===== src/rtl/code_entry_unit.sv =====
// Keypad code entry register with stored-code compare.
// Ports: clk, rst_n (async, active-low), digit_valid/digit keypad strobe,
// clear_entry/accept_digit/load_code controller requests; outputs done,
// match, entry_count, entry_digits (newest digit in [3:0]), code_set,
// timeout_pulse. Optional idle timeout: define SAFE_ENTRY_TIMEOUT_EN.
module code_entry_unit #(
    parameter int CODE_LEN       = 4,
    parameter int TIMEOUT_CYCLES = 1000000
) (
    input  logic                  clk,
    input  logic                  rst_n,
    input  logic                  digit_valid,
    input  logic [3:0]            digit,
    input  logic                  clear_entry,
    input  logic                  accept_digit,
    input  logic                  load_code,
    output logic                  done,
    output logic                  match,
    output logic [2:0]            entry_count,
    output logic [4*CODE_LEN-1:0] entry_digits,
    output logic                  code_set,
    output logic                  timeout_pulse
);

    localparam int         EW   = 4 * CODE_LEN;
    localparam logic [2:0] FULL = 3'(CODE_LEN);

    logic [EW-1:0] stored_code;
    logic          take;
    logic          expire;

    assign take = accept_digit & digit_valid & (digit <= 4'd9)
                & (entry_count < FULL) & ~clear_entry;

    assign done  = (entry_count == FULL);
    assign match = done & code_set & (entry_digits == stored_code);

`ifdef SAFE_ENTRY_TIMEOUT_EN
    localparam int            CW   = $clog2(TIMEOUT_CYCLES + 1);
    localparam logic [CW-1:0] LAST = CW'(TIMEOUT_CYCLES - 1);

    logic [CW-1:0] idle_cnt;
    logic          idle;

    // A partial entry waiting for more digits while the controller allows
    // entry; a taken digit or a clear restarts the wait.
    assign idle = accept_digit & (entry_count != 3'd0)
                & (entry_count < FULL) & ~take & ~clear_entry;

    assign expire = idle & (idle_cnt == LAST);

    always_ff @(posedge clk or negedge rst_n) begin
        if (!rst_n) begin
            idle_cnt      <= '0;
            timeout_pulse <= 1'b0;
        end else begin
            timeout_pulse <= expire;
            if (idle && !expire) begin
                idle_cnt <= idle_cnt + 1'b1;
            end else begin
                idle_cnt <= '0;
            end
        end
    end
`else
    logic unused_timeout;

    assign unused_timeout = |TIMEOUT_CYCLES;
    assign expire         = 1'b0;
    assign timeout_pulse  = 1'b0;
`endif

    always_ff @(posedge clk or negedge rst_n) begin
        if (!rst_n) begin
            entry_digits <= '0;
            entry_count  <= '0;
        end else if (clear_entry || expire) begin
            entry_digits <= '0;
            entry_count  <= '0;
        end else if (take) begin
            entry_digits <= (entry_digits << 4) | EW'(digit);
            entry_count  <= entry_count + 3'd1;
        end
    end

    // Load samples the pre-clear entry, so a same-cycle clear still loads.
    always_ff @(posedge clk or negedge rst_n) begin
        if (!rst_n) begin
            stored_code <= '0;
            code_set    <= 1'b0;
        end else if (load_code && done) begin
            stored_code <= entry_digits;
            code_set    <= 1'b1;
        end
    end

endmodule


===== config.mk =====
export PLATFORM = sky130hd
export DESIGN_NAME = code_entry_unit
export DESIGN_NICKNAME = d
export VERILOG_FILES = /design/src/rtl/code_entry_unit.sv
export SDC_FILE = /design/constraint.sdc
export NUM_CORES = 1
export LEC_CHECK = 0
export BUFFER_PORTS_ARGS = -buffer_cell sky130_fd_sc_hd__buf_4
export CORE_UTILIZATION = 35
export DETAILED_ROUTE_END_ITERATION = 16
export GPL_TIMING_DRIVEN = 0
export PLACE_DENSITY_LB_ADDON = 0.05
export REMOVE_ABC_BUFFERS = 1
export SLEW_MARGIN = 20
export SYNTH_ARGS = -nofsm -noshare
export SYNTH_HDL_FRONTEND = slang
export SYNTH_SLANG_ARGS = --single-unit

===== constraint.sdc =====
create_clock -name clk -period 1.75 [get_ports clk]
set_input_delay 0.175 -clock clk [delete_from_list [all_inputs] [get_ports clk]]
set_output_delay 0.175 -clock clk [all_outputs]
set_load 0.01 [all_outputs]

======== Word-level counts from Yosys, hierarchy flattened ========
Index checks and enable logic that the tools add are counted.
operators by class
  add/sub/neg operators ................... 1
  order comparisons ....................... 2
  equality and inequality tests ........... 2
  multiplexer cells ....................... 4
  bitwise logic cells ..................... 8
  reduce and logical (&&, ||, !) cells .... 2
operators by type and width
  operator                                                       number
  16-bit two-way mux                                             2
  16-bit equality test                                           1
  16-bit by 4-bit bitwise OR with 16-bit output                  1
  1-bit bitwise AND                                              6
  3-bit two-way mux                                              2
  4-bit <= comparator, second input constant                     1
  3-bit by 1-bit adder with 3-bit output, second input constant  1
  3-bit equality test, second input constant                     1
  3-bit less-than comparator, second input constant              1
  2-bit nonzero test                                             1
  1-bit logical AND                                              1
  1-bit NOT                                                      1
storage, ports and cells
  bits in registers ....................... 36
  input port bits ......................... 10
  output and inout port bits .............. 23

======== Depth between registers and ports, before layout ========
  word-level depth ........................ 6
  gate-level depth with buffers ........... 6
  gate-level depth less buffers ........... 6

======== Worst setup path after synthesis ========
OpenSTA, ideal clock, no wires.
  path type ............................... reg2out
  from .................................... register entry_count[0]
  to ...................................... output port match
  arrival ................................. 1647 ps
  data required time ...................... 1575 ps
  slack ................................... -72 ps
  cell stages (with the launch flop) ...... 7
  cell sequence ........................... dfrtp_1 > inv_1 > ha_1 > and2_2 > nand3_1 > or4_1 > nor4_2
between the ends
  word-level cells in the longest chain between the ends .. 3
ends and longest elaborated chain
  item                             line  RTL
  start, declared                  19    output logic [2:0] entry_count,
  start signal, assigned           82    entry_count <= entry_count + 3'd1;
  3-bit equality test              35    assign done = (entry_count == FULL);
  net done                         17    output logic done,
  1-bit bitwise AND (2 in series)  36    assign match = done & code_set & (entry_digits == stored_code);
  end, declared                    18    output logic match,
The timed path passes the listed nets, and every way through them passes these cells.

======== Worst setup path in the final report ========
  from .................................... register entry_count[1]
  to ...................................... output port match
between the ends
  word-level cells in the longest chain between the ends .. 3
ends and longest elaborated chain
  item                             line
  3-bit equality test              35
  1-bit bitwise AND (2 in series)  36
Every way passes these cells.

==> results by group <==
Status
  – Status: finished with violations
  – Failing checks: setup timing

Timing
  – Max Freq: 474 MHz
  – Final Critical Period: 2110 ps
  – Final Hold Viols: 0
  – Crit share post-route: 121%
  – Final WS setup: -362 ps
  – Pins over their slew limit: 0
  – RSZ-0062 raised after global routing: yes
  – Final setup viols: 1
  – Worst Clk Skew: 3.32 ps

Power
  – Peak VDD IR: ~0.45 mV
  – P_leak: 1.17 nW
  – Power Dens Cells: about 720 nW/um^2

Worst setup path
  – CP endpoint: match
  – Arr. time, crit path: roughly 1900 ps
  – Origin of the worst setup path: entry_count[1]
  – WS Path Type: reg2out
  – Worst reg2reg path endpoint: entry_digits[11]
  – CP required: between 1500 and 2000 ps
  – CP Launch Type: register
  – Worst r2r src: entry_count[2]
  – CP Capture Type: primary output
  – R2R cell count: 5
  – Crit Path Max Fanout: 2
  – Reg-to-reg setup timing slack: 130 ps

Layout
  – Area grow syn2layout: 31.9%
  – Fillers: 406
  – # diodes: 0
  – Layout cell share with drive strength beyond 1: 45.1%
  – Nets: between 150 and 200
  – Area occupied by multi-input gates: 744 sq um
  – Final Cell Area: 2160 sq um
  – Register area: 903 sq um
  – Core Util, Final: 48.9%

Placed design
  – DPL Wire Length: 2.17 mm
  – Global placement routability congestion: 0.679
  – Post-placement cell area: 1920 sq um
  – PortBufs: 31

Floorplan
  – Num ports: 33
  – Initial Utilization: 37.1%
  – DIE HEIGHT: 70.4 um
  – Die X-Extent: 70.4 um
  – Std cell rows: 24
  – Core outline area: between 4000 and 5000 sq um
  – Die Area: 4950 sq um

Yosys
  – Seq cells post-synth: 36
  – Synthesized area: 1640 sq um
  – Asr flop ratio synth: 100%
  – Most used DFF post-synth: dfrtp_1
  – Cells after Synth: 128
  – Mean post-synth cell area: 12.8 sq um
  – Synth warn: 0
  – Sequential fraction of the synthesis area: 55.0%
  – Post-synthesis cell type count: 24
  – Number of flops mapped to enable cells by yosys: 0

Clock tree
  – Sink Count: 36
  – Clock Tree Buf Depth: 2
  – H-tree depth reported by CTS: 2
  – Clock Latency Late Sink: 280 ps
  – Clock slew at the register clock pins of the worst setup and hold paths: 70 ps
  – CTS tree: yes
  – Clock Root Buffer: clkbuf_8
  – CTS buffer count: 5

Min path
  – Worst Hold Class: in2reg

Detailed routing
  – DRC Markers: 0
  – Post-DRT Antenna Nets: 0
  – DR vias: 1091
  – Drt first pass iters: 4
  – WL final: 3.25 mm
  – Avg WL per Cell: 14.3 um
  – Vias/cell: 4.81
  – Iter 0 DRT Violations: between 40 and 50

GRT
  – GR Util All Layers: between 10 and 15%
  – Overflow after GRT: 0
  – Largest net degree at the start of global routing: 37
  – First-pass GRT wire length: around 5.6 mm
  – Vias in the first global route: about 1100
  – Antenna violations before repair: 0

Flow run
  – Max Cap Viol: 0
==> state kept, by name (all words and copies together) (netlist names) <==
name / cells
code_set: 1
entry_count: 3
entry_digits: 16
stored_code: 16
==> power by group <==
part           internal (W)  switching [W]  total (W)  leakage, nW
logic             0.0000576      0.0000636   0.000121        0.626
clock network      0.000321       0.000276   0.000596       0.0455
registers          0.000839     0.00000732   0.000847        0.498
total               0.00122       0.000346    0.00156         1.17
==> logic make-up after synthesis <==
family	after synthesis	share of synthesized area, %
DFF	36	55.0
muxes	33	21.4
and+or+nand+nor	29	8.79
xor gates and xnor gates	17	9.56
buffers and inverters	8	2.60
adders and majority gates	2	1.53
AOI/OAI and AO/OA	2	0.841
other	1	0.229
==> what timing repair did <==
item / 4_1_cts / 5_1_grt
hold buffers: 1 / 0
endpoints found under the setup margin: 17 / 17
resized for setup: 7 / 6
pin swaps: 4 / 6
buffers inserted: 9 / 2
hold endpoints to repair: 36 / 0
==> routing by layer <==
metal	track usage, %	up-vias	wire length [um]
li1	-	521	-
met1	19.3	545	1470
met2	22.8	20	1630
met3	3.46	5	117
met4	6.00	0	35
met5	0	-	0
==> synth_stat cells (2+ instances only) <==
library cell  instances  area share, %
ha_1                  2            1.5
buf_4                 3            1.4
xor2_1                3            1.6
nor2_1               19            4.4
inv_1                 2           0.46
nand4_1               3            1.1
dfrtp_1              36             55
mux2_2               16             11
xnor2_1              13            7.0
mux2i_1              17             10
==> critical path, cell delays in order, from the launching register on <==
cell and delay (ps):
dfrtp_1 390, inv_2 80, ha_4 120, and2_4 140, nand3_2 80, or4_4 550
nor4_4 140, buf_4 160
==> how the worst min path moves through the flow <==
| stage | depth (start not counted) | to | slack (ps) | from |
|---|---|---|---|---|
| finish | 3 | entry_digits[0] | 140 | digit[0] |
| global route | 3 | entry_digits[0] | 130 | digit[0] |
| floorplan | 0 | code_set | -120 | rst_n |
| global placement | 1 | entry_digits[6] | 160 | rst_n |
| detailed placement | 1 | entry_digits[6] | 160 | rst_n |
| CTS | 3 | entry_digits[0] | 130 | digit[0] |
==> layout make-up <==
type	count	share of cell area, %
Tap cell	52	3.01
Inverter	2	0.348
Clock buffer	8	4.17
Sequential cell	36	41.9
Timing Repair Buffer	45	16.1
Multi-Input combinational cell	84	34.5
==> placed cells by master, fill, tap and decap left out, drive strengths merged <==
| cell | Yosys | layout |
|---|---|---|
| dfrtp | 36 | 36 |
| mux2 | 16 | 16 |
| dlygate4sd3 | 0 | 1 |
| xnor2 | 14 | 14 |
| buf | 5 | 44 |
| inv | 2 | 2 |
| a41oi | 1 | 1 |
| or4 | 1 | 1 |
| clkbuf | 1 | 8 |
| nand4b | 1 | 1 |
| conb | 1 | 1 |
| nor4 | 1 | 1 |
| nand2 | 1 | 1 |
| ha | 2 | 2 |
| nand3 | 1 | 1 |
| nand4 | 3 | 3 |
| xor2 | 3 | 3 |
| nor2 | 19 | 19 |
| mux2i | 17 | 17 |
| o21ai | 1 | 1 |
| nand2b | 1 | 1 |
| and2 | 1 | 1 |
==> metrics by stage <==
step / power (W) / hold slack [ps] / setup TNS [ps] / setup slack [ps] / std cells
CTS: 0.00159 / 134 / -370 / -370 / 225
global placement: 0.000966 / 161 / -8420 / -517 / 205
finish: 0.00156 / 137 / -362 / -362 / 227
floorplan: 0.000904 / -121 / -958 / -88.2 / 122
global route: 0.00164 / 134 / -433 / -433 / 227
detailed placement: 0.000971 / 164 / -246 / -225 / 207
(Power assumes the default switching activity.)
